[config.mk]
export PLATFORM = sky130hd
export DESIGN_NAME = rb_word_packer
export DESIGN_NICKNAME = d
export VERILOG_FILES = /design/src/rtl/rb_word_packer.sv
export SDC_FILE = /design/constraint.sdc
export NUM_CORES = 1
export LEC_CHECK = 0
export CAP_MARGIN = 10
export CORE_ASPECT_RATIO = 1.1
export CORE_MARGIN = 1
export CORE_UTILIZATION = 35
export DETAILED_ROUTE_END_ITERATION = 6
export DONT_BUFFER_PORTS = 1
export PLACE_DENSITY = 0.52
export REMOVE_ABC_BUFFERS = 1
export SYNTH_ARGS = -nofsm -noshare
export SYNTH_HDL_FRONTEND = slang
export SYNTH_SLANG_ARGS = --single-unit
[constraint.sdc]
create_clock -name clk -period 2.59 [get_ports clk]
set_clock_uncertainty 0.1 [all_clocks]
set_input_delay 0.518 -clock clk [delete_from_list [all_inputs] [get_ports clk]]
set_output_delay 0.518 -clock clk [all_outputs]
set_load 0.01 [all_outputs]
[src/rtl/rb_word_packer.sv]
// rb_word_packer
// Drain stage for the byte ring buffer. Pops one byte at a time from the
// buffer, packs PACK_BYTES consecutive bytes into a word (lane 0 = first
// byte, least significant) and offers the word on a valid/ready stream.
//
// Build option: define PACKER_TIMEOUT_EN to flush a partially filled word
// after TIMEOUT_CYCLES idle cycles. In this case out_keep marks only the
// filled lanes. Without the macro a partial word is held until it completes,
// and every emitted word has out_keep all ones.
//
// Ports
//   clk        in   clock, rising edge
//   rst        in   asynchronous, active-high reset
//   rb_empty   in   upstream empty flag (registered, lags occupancy by one cycle)
//   rb_data    in   upstream read data, valid the cycle after an accepted rb_rd_en
//   rb_rd_en   out  upstream read strobe, one cycle per byte
//   out_data   out  packed word
//   out_keep   out  per-lane valid mask
//   out_valid  out  word available
//   out_ready  in   downstream ready
//   words_sent out  accepted word count, saturating
//
// Handshake: a word transfers on any rising edge where out_valid && out_ready.
// Once out_valid rises, it stays high and out_data/out_keep stay frozen
// until that transfer. out_valid is a register with no path from out_ready.
//
// The FSM state is the enum register 'state' (S_IDLE/S_RD/S_CAP/S_OUT).
// Bind checkers to it by hierarchical reference.

module rb_word_packer #(
  parameter int DATA_WIDTH     = 8,
  parameter int PACK_BYTES     = 4,
  parameter int TIMEOUT_CYCLES = 16
) (
  input  logic                             clk,
  input  logic                             rst,
  input  logic                             rb_empty,
  input  logic [DATA_WIDTH-1:0]            rb_data,
  output logic                             rb_rd_en,
  output logic [DATA_WIDTH*PACK_BYTES-1:0] out_data,
  output logic [PACK_BYTES-1:0]            out_keep,
  output logic                             out_valid,
  input  logic                             out_ready,
  output logic [15:0]                      words_sent
);

  localparam int LANE_W = $clog2(PACK_BYTES);
  localparam int OUT_W  = DATA_WIDTH * PACK_BYTES;
  localparam logic [LANE_W-1:0] LAST_LANE = LANE_W'(PACK_BYTES - 1);

  typedef enum logic [1:0] {
    S_IDLE = 2'd0,
    S_RD   = 2'd1,
    S_CAP  = 2'd2,
    S_OUT  = 2'd3
  } state_t;

  state_t              state;
  logic [LANE_W-1:0]   lane;
  logic [OUT_W-1:0]    data_q;
  logic [PACK_BYTES-1:0] keep_q;

  // Reads happen only from S_RD. The RD->CAP->IDLE cycle gives two cycles
  // between pulses. This lets the lagging rb_empty settle before S_IDLE
  // samples it again.
  assign rb_rd_en = (state == S_RD);
  assign out_data = data_q;
  assign out_keep = keep_q;

`ifdef PACKER_TIMEOUT_EN
  localparam int CNT_W = $clog2(TIMEOUT_CYCLES + 1);

  logic [CNT_W-1:0] idle_cnt;
  logic             timeout_hit;

  assign timeout_hit = (idle_cnt == CNT_W'(TIMEOUT_CYCLES));

  // The counter runs only while a partial word waits on an empty buffer.
  // It clears on a read, and it clears once the FSM leaves S_IDLE.
  always_ff @(posedge clk or posedge rst) begin
    if (rst) begin
      idle_cnt <= '0;
    end else if (state == S_IDLE && rb_empty && lane != '0) begin
      if (!timeout_hit) idle_cnt <= idle_cnt + 1'b1;
    end else begin
      idle_cnt <= '0;
    end
  end
`else
  // The timeout depth has no effect when the flush timer is not built.
  logic unused_timeout_cfg;
  assign unused_timeout_cfg = (TIMEOUT_CYCLES > 0);
`endif

  always_ff @(posedge clk or posedge rst) begin
    if (rst) begin
      state      <= S_IDLE;
      lane       <= '0;
      data_q     <= '0;
      keep_q     <= '0;
      out_valid  <= 1'b0;
      words_sent <= '0;
    end else begin
      case (state)
        S_IDLE: begin
          if (!rb_empty) begin
            state <= S_RD;
`ifdef PACKER_TIMEOUT_EN
          end else if (timeout_hit) begin
            // Flush the partial word. Unfilled lanes are already zero
            // because data/keep are cleared after every transfer.
            state     <= S_OUT;
            lane      <= '0;
            out_valid <= 1'b1;
`endif
          end
        end

        S_RD: begin
          state <= S_CAP;
        end

        S_CAP: begin
          data_q[int'(lane)*DATA_WIDTH +: DATA_WIDTH] <= rb_data;
          keep_q[lane] <= 1'b1;
          if (lane == LAST_LANE) begin
            lane      <= '0;
            out_valid <= 1'b1;
            state     <= S_OUT;
          end else begin
            lane  <= lane + 1'b1;
            state <= S_IDLE;
          end
        end

        S_OUT: begin
          if (out_ready) begin
            out_valid <= 1'b0;
            data_q    <= '0;
            keep_q    <= '0;
            if (words_sent != 16'hFFFF) words_sent <= words_sent + 16'd1;
            state <= S_IDLE;
          end
        end

        default: state <= S_IDLE;
      endcase
    end
  end

endmodule
Word level (Yosys, flattened, before mapping). Cells that the tools add are included.

Add/subtract/negate cells: 3. $lt $le $gt $ge: 2. Eq/ne operators: 8. Shift-type cells: 2. Muxes and demuxes: 15. Bitwise logic cells: 1. Reduce and logical (&&, ||, !) cells: 7.

Operators with widths (count): 32-bit case mux with 2 select lines (1); 5-bit negation with 33-bit output (1); 8-bit by 33-bit variable shift with 32-bit output, first input constant (1); 8-bit by 33-bit variable part select with 32-bit output (1); 32-bit bitwise mux (1); 32-bit 2-to-1 mux (1); 16-bit by 1-bit adder with 16-bit output, second input constant (1); 16-bit inequality test, second input constant (1); 2-bit 2-to-1 mux (4); 2-bit case mux with 4 select lines (1); 4-bit case mux with 2 select lines (1); 2-bit == test, second input constant (3); 2-bit inequality test, second input constant (3); 3-bit AND reduction (2); 4-bit 2-to-1 mux (1); 4-bit bitwise OR (1); 2-bit AND reduction (2); 2-bit by 3-bit less-than comparator with 1-bit output, second input constant (1); 1-bit 2-to-1 mux (3); 2-bit by 1-bit adder with 2-bit output, second input constant (1); 1-bit demux with 2-bit select (1); 2-bit by 1-bit == test with 1-bit output, second input constant (1); 2-bit by 1-bit greater-or-equal comparator with 1-bit output, second input constant (1); 2-bit zero test (1); other kinds (3) (3).

Register bits after elaboration: 57. Output and inout port bits: 54. Logic and storage cells: 44.

Longest topological paths before layout. Gate-level depths: netlist of the first run.

Word-level depth: 6. Depth in mapped cells: 6. Mapped depth without buffers: 6.

Least setup slack after synthesis of the first run. No wires, ideal clock.

Path type: reg2reg. From: reg lane[0]. To: reg data_q[24], in the netlist out_data[24]. Data arrival time: 1.699 ns. Slack: 0.724 ns. Cell stages (with the launch flop): 6. Period minus slack after synthesis: 1.866 ns. Cells stage by stage: dfrtp_1 -> inv_2 -> ha_1 -> a211o_4 -> nor4_4 -> a22o_1.

Longest elaborated chain between the ends: 4. Elaborated cells between the ends (all ways): 5.

RTL lines: start, declared (RTL line 59) `logic [LANE_W-1:0] lane;`; start signal, assigned (RTL line 131) `lane <= lane + 1'b1;`; 5-bit negation with 33-bit output * (RTL line 124) `data_q[int'(lane)*DATA_WIDTH +: DATA_WIDTH] <= rb_data;`; 8-bit by 33-bit variable part select with 32-bit output / 8-bit by 33-bit variable shift with 32-bit output (equally long branches) (RTL line 124); 32-bit bitwise mux * (RTL line 124); 32-bit case mux with 2 select lines * (RTL line 104) `case (state)`; end signal, assigned by index (RTL line 124); end, declared (RTL line 60) `logic [OUT_W-1:0] data_q;`.

Every way passes the cells marked *; elsewhere a longest branch is shown, timed or not. A chain may end at the register's enable or synchronous reset.

Final worst setup path of the first run.
From: reg lane[0]. To: reg data_q[16], in the netlist out_data[16].

The elaborated chain is that of the path after synthesis.

==> results of run 1 <==
## where the power goes
part	switching, mW	internal [mW]
Clock	0.370	0.694
Sequential	0.344	1.09
Combinational	0.417	0.334
Total	1.13	2.12
## layout make-up
class / instances / area, sq um / share of cell area [%]
inverters: 5 / 18.8 / 0.627
clock buffers: 12 / 155 / 5.18
repair buffers: 5 / 52.6 / 1.76
clock inverters: 4 / 98.8 / 3.30
multi-input cells: 139 / 1130 / 37.9
flip-flops and latches: 57 / 1430 / 47.7
well taps: 85 / 106 / 3.55
## registers in the layout, summed over array words and instances, names as in the netlist
register,count
out_valid,1
words_sent,16
out_data,32
lane,2
out_keep,4
state,2
## per-stage QoR
stage / setup slack [ns] / hold WS [ns]
finish: 0.365 / 0.170
global route: 0.224 / 0.152
CTS: 0.282 / 0.152
detailed placement: 0.351 / 0.364
global placement: 0.411 / 0.354
floorplan: 0.572 / 0.431
## Yosys cell counts, types with 3 or more instances
cell type	n	area [sq um]
dfrtp_1	57	1430
a22o_1	32	280
nand2_1	17	63.8
ha_1	9	113
a21oi_1	7	35.0
xnor2_1	7	61.3
nand4_1	6	37.5
xor2_1	6	52.6
nand3_1	5	25.0
nor2b_1	5	31.3
o21ai_0	5	25.0
inv_1	4	15.0
nor3_1	4	20.0
nor4_4	4	85.1
and3_1	3	18.8
and4_1	3	26.3
buf_4	3	22.5
nor2_1	3	11.3
## worst max-delay path, delay by kind of cell, from the launching register on
kind	cells	cell delay [ns]
AND/OR/NAND/NOR	2	0.62
AO/OA/AOI/OAI	1	0.22
buffers and inverters	1	0.13
flip-flops	1	0.60
adder cells (fa/ha/maj)	1	0.49
## metal layers
layer / track usage, % / part of all wire, % / vias up
met4: 6.78 / 1.6 / 0
li1: - / - / 795
met3: 5.35 / 5.9 / 7
met1: 21.4 / 46 / 867
met5: 0 / 0 / -
met2: 25.0 / 47 / 47
## cells by family after synthesis
logic type      share of synthesized area [%]
mux                                      1.39
compound gates                           16.7
xor+xnor                                 4.35
flops                                    54.5
simple gates                             16.6
fa+ha+maj                                4.30
buf+inv                                  2.15
## path summary, 6_finish.rpt
path	slack, ns	endpoint	cells after the start	from
setup / recovery	0.37	out_data[16]	5	lane[0]
hold / removal	0.17	state[0]	1	rb_empty
setup reg to reg	0.37	out_data[16]	5	lane[0]
hold reg to reg	0.47	out_keep[3]	2	out_keep[3]
max in group asynchronous	1.25	words_sent[5]	3	rst
min in group asynchronous	0.57	out_data[10]	2	rst
## what timing repair did
| item | 4_1_cts | 5_1_grt |
|---|---|---|
| setup buffers | 0 | 0 |
| hold endpoints to repair | 15 | 0 |
| hold buffers | 1 | 0 |
==> run metrics, run 1 <==
status finished, violations left; violated checks design-rule violations; maxcap violations 0; FFs w/ async S/R, synth 100%; Sum Neg Setup Slack 0 ns; GRT overflow 0; CTS tree yes; Warnings, synthesis 0; DP HPWL 4000 microns; Slew @ Worst Pin 0.777 ns; Initial Util 36.7%; maximum vdd drop 0.447 mV; CP max-delay cell dfrtp_1; setup violators final 0; Pwr Total 3.25 mW; Placed Area 2730 sq um; diodes inserted 0; final core occ 42.0%; data required time of the worst path 2.77 ns; max-slew violation count 0; count of different cell masters after synthesis 41; Design Area, Final 2990 sq um; EDFF count, synth 0; via count 1716; die footprint 7830 sq um; Initial DRT Pass Iterations 7; Most used DFF post-synth dfrtp_1; Die Width 84.5 microns; initial antenna violation count 0; endpoint class of the critical path flop; wire per inst 19.1 microns; CTS max path bufs 2; fin crit share 85.9%; syn avg cell area 12.7 sq um; fin cells 307; cells along the critical path inv_2 -> ha_1 -> nand2_1 -> nor4_4 -> a22o_1; Arrival @ worst endpoint 2.40 ns; Seq/Total Area, Yosys 54.5%; flop and latch count out of synthesis 57; Mapped Cells 206; DR vias/cell 5.59; share of cells above drive strength 1 16.2%; CP peak stage delay 0.60 ns; fillcell total 682; fmax 449 MHz; clock latency on the worst-skew pair 0.34 ns; Tmin final 2.22 ns; Die H 92.7 microns; crit start category flop; CTS HTree Levels 3; Final Hold Vio Count 0; commonest non-fill, non-tap cell in the layout dfrtp_1; vias in the first global route 1761; Worst-path clk slew 0.07 ns; CTS root buffer clkbuf_8; first-pass GRT wire length 9600 microns; relative slew slack 47.9%; pin count of the biggest net entering global routing 38; top-level port count 66; CTS resizes 0; Syn Std Cell Area 2620 sq um; initial DRC count 97; Routed WL 5850 microns; Max FO, Critical Path 9; number of CTS-inserted buffers 9; DRC viols 6; worst min path class input pin to flop; I/O Buffers 0; gr usage total 16.3%; CTS Sinks 57; Pwr per Cell Area 1090 nW/um^2; Synth-to-Final Area Change 14.3%; unrepaired setup endpoints after global routing no; static leakage 1.41 nW; kind of critical path flop to flop; CORE AREA 7130 sq um; antenna-violating nets left 0; Layout Nets 238; most frequent cells in the layout 57 x dfrtp_1, 32 x a22o_1, 17 x nand2_1, 11 x clkbuf_8, 9 x ha_1; routability-driven placement congestion ratio 0.708; # rows 32; DP Cell Count 290
No activity file was read; power rests on OpenSTA's default activity.
==> inputs of run 2 (changes only) <==
GPL_TIMING_DRIVEN = 0   (was unset)
==> run 2 against run 1 <==
  * The run still ends with design-rule violations left
  * Setup slack about the same
  * Critical path depth unchanged
  * Register-to-register slack about the same
  * Sequential share of layout area up 0.98 points
  * First-iteration DRC count down 38%
  * Clock power down 14%
  * Sequential power about the same
  * Maximum frequency about the same
  * Critical path type unchanged
  * Largest power group unchanged
  * Highest routed layer unchanged
==> run metrics, run 2 (same netlist as run 1, synthesis figures left out) <==
Hold Crit Depth 1 (unchanged); static leakage 1.38 nW (was 1.41 nW); DRC viols 6 (unchanged); CTS Sinks 57 (unchanged); kind of critical path flop to flop (unchanged); # rows 32 (unchanged); Routed WL 5780 microns (was 5850 microns); Slew @ Worst Pin 0.750 ns (was 0.777 ns); Tmin final 2.22 ns (about the same); CP max-delay cell dfrtp_1 (unchanged); GRT overflow 0 (unchanged); Pwr Total 3.08 mW (was 3.25 mW); clock latency on the worst-skew pair 0.34 ns (about the same); I/O Buffers 0 (unchanged); max-slew violation count 0 (unchanged); fin crit share 85.9% (about the same); wire per inst 19.1 microns (about the same); cells along the critical path inv_2 -> ha_1 -> nand2_1 -> nor4_4 -> a22o_1 (unchanged); fin cells 302 (was 307); Placed Area 2710 sq um (was 2730 sq um); Largest register FFs 32 (unchanged); pin count of the biggest net entering global routing 37 (was 38); crit start category flop (unchanged); die footprint 7830 sq um (unchanged); CTS root buffer clkbuf_8 (unchanged); diodes inserted 0 (unchanged); Arrival @ worst endpoint 2.40 ns (about the same); relative slew slack 49.6% (was 47.9%); P_sw 1.09 mW (was 1.13 mW); DP HPWL 3960 microns (was 4000 microns); Sw Ratio 35.4% (was 34.8%); DP Cell Count 287 (was 290); top-level port count 66 (unchanged); Design Area, Final 2930 sq um (was 2990 sq um); r2r startpoint lane[0] (unchanged); routability-driven placement congestion ratio 0.706 (was 0.708); CP delay by family, top simple AND/OR/NAND/NOR gates (unchanged); Die Width 84.5 microns (unchanged); CP peak stage delay 0.59 ns (was 0.60 ns); most frequent cells in the layout 57 x dfrtp_1, 32 x a22o_1, 17 x nand2_1, 11 x clkbuf_8, 9 x ha_1 (unchanged); initial antenna violation count 0 (unchanged); DR vias/cell 5.53 (was 5.59); R2R setup slack 0.37 ns (about the same); CTS max path bufs 2 (unchanged); worst min path class input pin to flop (unchanged); number of CTS-inserted buffers 9 (unchanged); vias in the first global route 1712 (was 1761); R2R depth 5 (unchanged); CORE AREA 7130 sq um (unchanged); gr usage total 16.0% (was 16.3%); fin worst setup slack 0.366 ns (was 0.365 ns); R2R Path End out_data[21] (was out_data[16]); unrepaired setup endpoints after global routing no (unchanged); part of the power in the clock network 29.7% (was 32.7%); Max FO, Critical Path 9 (unchanged); CTS tree yes (unchanged); Worst-path clk slew 0.06 ns (was 0.07 ns); antenna-violating nets left 0 (unchanged); worst hold start rb_empty (unchanged); Min-Delay Endpoint state[0] (unchanged); maxcap violations 0 (unchanged); first-pass GRT wire length 9360 microns (was 9600 microns); register share of total power 47.6% (was 44.2%); via count 1671 (was 1716); final core occ 41.2% (was 42.0%); Layout Nets 235 (was 238); Synth-to-Final Area Change 12.0% (was 14.3%); data required time of the worst path 2.76 ns (was 2.77 ns); setup violators final 0 (unchanged); Die H 92.7 microns (unchanged); violated checks design-rule violations (unchanged); endpoint class of the critical path flop (unchanged); Initial Util 36.7% (unchanged); worst path bufs/invs 1 (unchanged); dpl ws 0.362 ns (was 0.351 ns); fmax 450 MHz (was 449 MHz); Internal 1.99 mW (was 2.12 mW); Final Hold Vio Count 0 (unchanged); CTS resizes 0 (unchanged); maximum vdd drop 0.509 mV (was 0.447 mV); initial DRC count 60 (was 97); status finished, violations left (unchanged); share of cells above drive strength 1 14.7% (was 16.2%); combinational share of power 22.6% (was 23.1%); fillcell total 678 (was 682); commonest non-fill, non-tap cell in the layout dfrtp_1 (unchanged); Pwr per Cell Area 1050 nW/um^2 (was 1090 nW/um^2); CTS HTree Levels 3 (unchanged); Initial DRT Pass Iterations 7 (unchanged)
## run 2: layout make-up
type                            count  area [sq um]  area share [%]
Tap cell                           85           106            3.63
Clock inverter                      3          65.1            2.22
Sequential cell                    57          1430            48.6
Multi-Input combinational cell    139          1130            38.7
Timing Repair Buffer                2          30.0            1.02
Clock buffer                       11           151            5.16
Inverter                            5          18.8           0.640
## run 2: what timing repair did
item | CTS | global route
endpoints found under the hold margin | 21 | 0
endpoints found under the setup margin | 0 | 0
hold buffers | 1 | 0
buffers inserted | 0 | 0
## run 2: per-stage QoR
stage	setup TNS (ns)	hold WS, ns
floorplan	0	0.431
finish	0	0.168
global placement	-5.52	0.454
global route	0	0.141
detailed placement	0	0.352
CTS	0	0.150
## run 2: power by group through the flow
| stage | logic (mW) | clock network (mW) | registers, mW |
|---|---|---|---|
| CTS | 0.709 | 0.943 | 1.47 |
| floorplan | 0.578 | 0 | 1.40 |
| detailed placement | 0.703 | 0 | 1.49 |
| global placement | 0.684 | 0 | 1.48 |
| finish | 0.697 | 0.916 | 1.47 |
| global route | 0.772 | 0.988 | 1.51 |
## run 2: routing by layer
metal  share of wire (%)  vias to the layer above  track usage (%)
li1                    -                      786                -
met1                  46                      820             20.1
met2                  46                       56             24.3
met3                 6.6                        9             7.13
met4                 1.4                        0             5.93
met5                   0                        -                0
## run 2: worst max path at each step
stage              from             to  slack (ns)  cells past startpoint
4_1_cts         lane[0]   out_data[21]        0.35                      5
3_3_place_gp        rst  words_sent[5]        -0.1                      1
5_1_grt        state[0]   out_data[25]        0.19                      4
6_report        lane[0]   out_data[21]        0.37                      5
3_5_place_dp    lane[0]   out_data[21]        0.36                      5
2_1_floorplan       rst        lane[0]        0.57                      1
## run 2: worst reg2reg max path, stage by stage, from the launching register on
cell and delay [ns]:
dfrtp_1 0.59, inv_2 0.13, ha_1 0.47, nand2_1 0.14, nor4_4 0.51, a22o_1 0.23
==> inputs of run 3 (changes only) <==
ABC_AREA = 1   (was unset)
==> run 3 against run 2 <==
  * The run now ends clean
  * Routed wire length grew 15%
  * Setup slack better by 0.071 ns
  * Non-clock buffer count stayed put
  * Global-route usage rose by 1.8 points
  * Area after synthesis is 7.8% higher
  * Clock power increased by 3.8%
  * Cell count rose by 54%
  * Sequential power about the same
  * Critical path depth rose by 3
  * Maximum frequency is 3.3% higher
  * First-iteration DRC count unchanged
  * Die area rose by 7.7%
  * Critical endpoint is now words_sent[3]
  * Largest power group unchanged
==> run metrics, run 3 <==
FFs w/ async S/R, synth 100% (unchanged); pin count of the biggest net entering global routing 33 (was 37); Pwr Total 3.09 mW (was 3.08 mW); Synth-to-Final Area Change 12.3% (was 12.0%); count of different cell masters after synthesis 26 (was 41); Pwr per Cell Area 976 nW/um^2 (was 1050 nW/um^2); CTS resizes 0 (unchanged); initial antenna violation count 0 (unchanged); Largest register FFs 32 (unchanged); syn avg cell area 8.16 sq um (was 12.7 sq um); hold buffer count at cts 0 (was 1); CP delay by family, top flip-flops (was simple AND/OR/NAND/NOR gates); commonest non-fill, non-tap cell in the layout nand2_1 (was dfrtp_1); routability-driven placement congestion ratio 0.788 (was 0.706); r2r startpoint words_sent[0] (was lane[0]); clock latency on the worst-skew pair 0.34 ns (about the same); Final Hold Vio Count 0 (unchanged); maximum vdd drop 0.464 mV (was 0.509 mV); wire per inst 14.4 microns (was 19.1 microns); fmax 464 MHz (was 450 MHz); kind of critical path flop to flop (unchanged); maxcap violations 0 (unchanged); die footprint 8430 sq um (was 7830 sq um); endpoint class of the critical path flop (unchanged); Yosys top cell by area dfrtp_1 (unchanged); data required time of the worst path 2.72 ns (was 2.76 ns); CTS Sinks 57 (unchanged); cells along the critical path ha_1 -> nand3_2 -> clkinv_2 -> nand2_4 -> o21ai_4 -> inv_2 -> nand2_1 -> nand2_1 (was inv_2 -> ha_1 -> nand2_1 -> nor4_4 -> a22o_1); Max FO, Critical Path 19 (was 9); Post-CTS Setup Inserts 0 (unchanged); unrepaired setup endpoints after global routing no (unchanged); # rows 33 (was 32); initial DRC count 60 (unchanged); static leakage 1.51 nW (was 1.38 nW); Initial DRT Pass Iterations 4 (was 7); R2R Path End words_sent[3] (was out_data[21]); via count 2175 (was 1671); count leader, synth nand2_1 (was dfrtp_1); Arrival @ worst endpoint 2.28 ns (was 2.40 ns); R2R setup slack 0.44 ns (was 0.37 ns); worst min path class input pin to async pin (was input pin to flop); vias in the first global route 2228 (was 1712); number of CTS-inserted buffers 9 (unchanged); Initial Util 37.0% (was 36.7%); GRT overflow 0 (unchanged); Placed Area 2940 sq um (was 2710 sq um); relative slew slack 54.4% (was 49.6%); Die H 96.2 microns (was 92.7 microns); fin cells 464 (was 302); worst path bufs/invs 2 (was 1); DRC viols 0 (was 6); flop and latch count out of synthesis 57 (unchanged); CTS HTree Levels 3 (unchanged); antenna-violating nets left 0 (unchanged); status finished, final reports clean (was finished, violations left); Slew @ Worst Pin 0.677 ns (was 0.750 ns); most frequent cells in the layout 110 x nand2_1, 57 x dfrtp_1, 45 x inv_1, 25 x nand3_1, 24 x o21ai_0 (was 57 x dfrtp_1, 32 x a22o_1, 17 x nand2_1, 11 x clkbuf_8, 9 x ha_1); CTS tree yes (unchanged); max-slew violation count 0 (unchanged); Die Width 87.6 microns (was 84.5 microns); DP HPWL 4730 microns (was 3960 microns); gr usage total 17.8% (was 16.0%); most used cell, CP nand2_1; diodes inserted 0 (unchanged); Seq/Total Area, Yosys 50.5% (was 54.5%); CTS root buffer clkbuf_8 (unchanged); Warnings, synthesis 0 (unchanged); Syn Std Cell Area 2820 sq um (was 2620 sq um); Design Area, Final 3170 sq um (was 2930 sq um); crit start category flop (unchanged); Layout Nets 375 (was 235); fillcell total 814 (was 678); CP max-delay cell dfrtp_1 (unchanged); CTS max path bufs 2 (unchanged); dpl ws 0.397 ns (was 0.362 ns); R2R depth 8 (was 5); EDFF count, synth 0 (unchanged); fin crit share 83.1% (was 85.9%); DP Cell Count 448 (was 287); top post-synthesis cells by area dfrtp_1 51%, nand2_1 15%, inv_1 6.1%, nand3_1 4.4%, o21ai_0 4.3% (was dfrtp_1 54%, a22o_1 11%, ha_1 4.3%, nor4_4 3.3%, nand2_1 2.4%); Tmin final 2.15 ns (was 2.22 ns); Sum Neg Setup Slack 0 ns (unchanged); CORE AREA 7640 sq um (was 7130 sq um); DR vias/cell 4.69 (was 5.53); fin worst setup slack 0.437 ns (was 0.366 ns); Routed WL 6660 microns (was 5780 microns); share of cells above drive strength 1 9.75% (was 14.7%); setup violators final 0 (unchanged); Mapped Cells 346 (was 206); CP peak stage delay 0.51 ns (was 0.59 ns); share of the synthesized area in the top cell type 50.5% (was 54.5%); Most used DFF post-synth dfrtp_1 (unchanged); I/O Buffers 0 (unchanged); Worst-path clk slew 0.07 ns (was 0.06 ns); top cells by count, synth 110 x nand2_1, 57 x dfrtp_1, 46 x inv_1 (was 57 x dfrtp_1, 32 x a22o_1, 17 x nand2_1); first-pass GRT wire length 11000 microns (was 9360 microns); top-level port count 66 (unchanged)
==> run 3: cell types whose count changed after synthesis, sizes merged, moves of 6 or more <==
cell,previous run,this run
inv,5,51
o21ai,9,26
nand2,17,114
a22o,32,0
o22ai,0,8
xor2,6,0
nor2,4,24
nand3,5,26
==> run 3: layout make-up <==
class / instances / area [sq um] / area share [%]
clock inverter: 6 / 91.3 / 2.88
sequential: 57 / 1430 / 45.0
inverter: 52 / 196 / 6.20
tap: 105 / 131 / 4.14
timing repair buffer: 2 / 27.5 / 0.868
multi-input combinational: 232 / 1160 / 36.6
clock buffer: 10 / 138 / 4.34
==> run 3: metal layers <==
metal / vias to the layer above / track usage [%] / share of wire [%]
li1: 1108 / - / -
met3: 11 / 6.35 / 7.0
met5: - / 0 / 0
met1: 998 / 20.3 / 44
met4: 0 / 9.43 / 1.8
met2: 58 / 29.2 / 48
==> run 3: worst max-delay path by stage <==
stage / startpoint / to / cells past startpoint
6_report: words_sent[0] / words_sent[3] / 8
2_1_floorplan: rst / lane[0] / 1
5_1_grt: words_sent[0] / words_sent[15] / 8
3_5_place_dp: words_sent[0] / words_sent[15] / 8
3_3_place_gp: rst / out_data[13] / 1
4_1_cts: words_sent[0] / words_sent[15] / 8
==> run 3: stage by stage <==
step	utilization [%]	hold WS, ns
final	41.5	0.0195
after global routing	41.5	0.0578
after CTS	41.5	0.0257
after detailed placement	38.5	0.375
after global placement	38.1	0.371
after floorplan	-	0.351
==> run 3: cells by family (layout without fill, tap and decap cells) <==
family                   after synthesis  count (layout)  synth area share, %
XOR/XNOR                               7               7                 2.17
AO/OA/AOI/OAI                         40              40                 8.07
buffers and inverters                 57              70                 8.38
AND/OR/NAND/NOR                      176             176                 26.9
flip-flops                            57              57                 50.5
adder cells (fa/ha/maj)                9               9                 3.99
==> run 3: where the power goes <==
group          leakage, nW  internal, mW  switching [mW]  total [mW]
clock                0.105         0.569           0.383       0.951
combinational        0.640         0.230           0.468       0.698
sequential           0.769          1.12           0.323        1.45
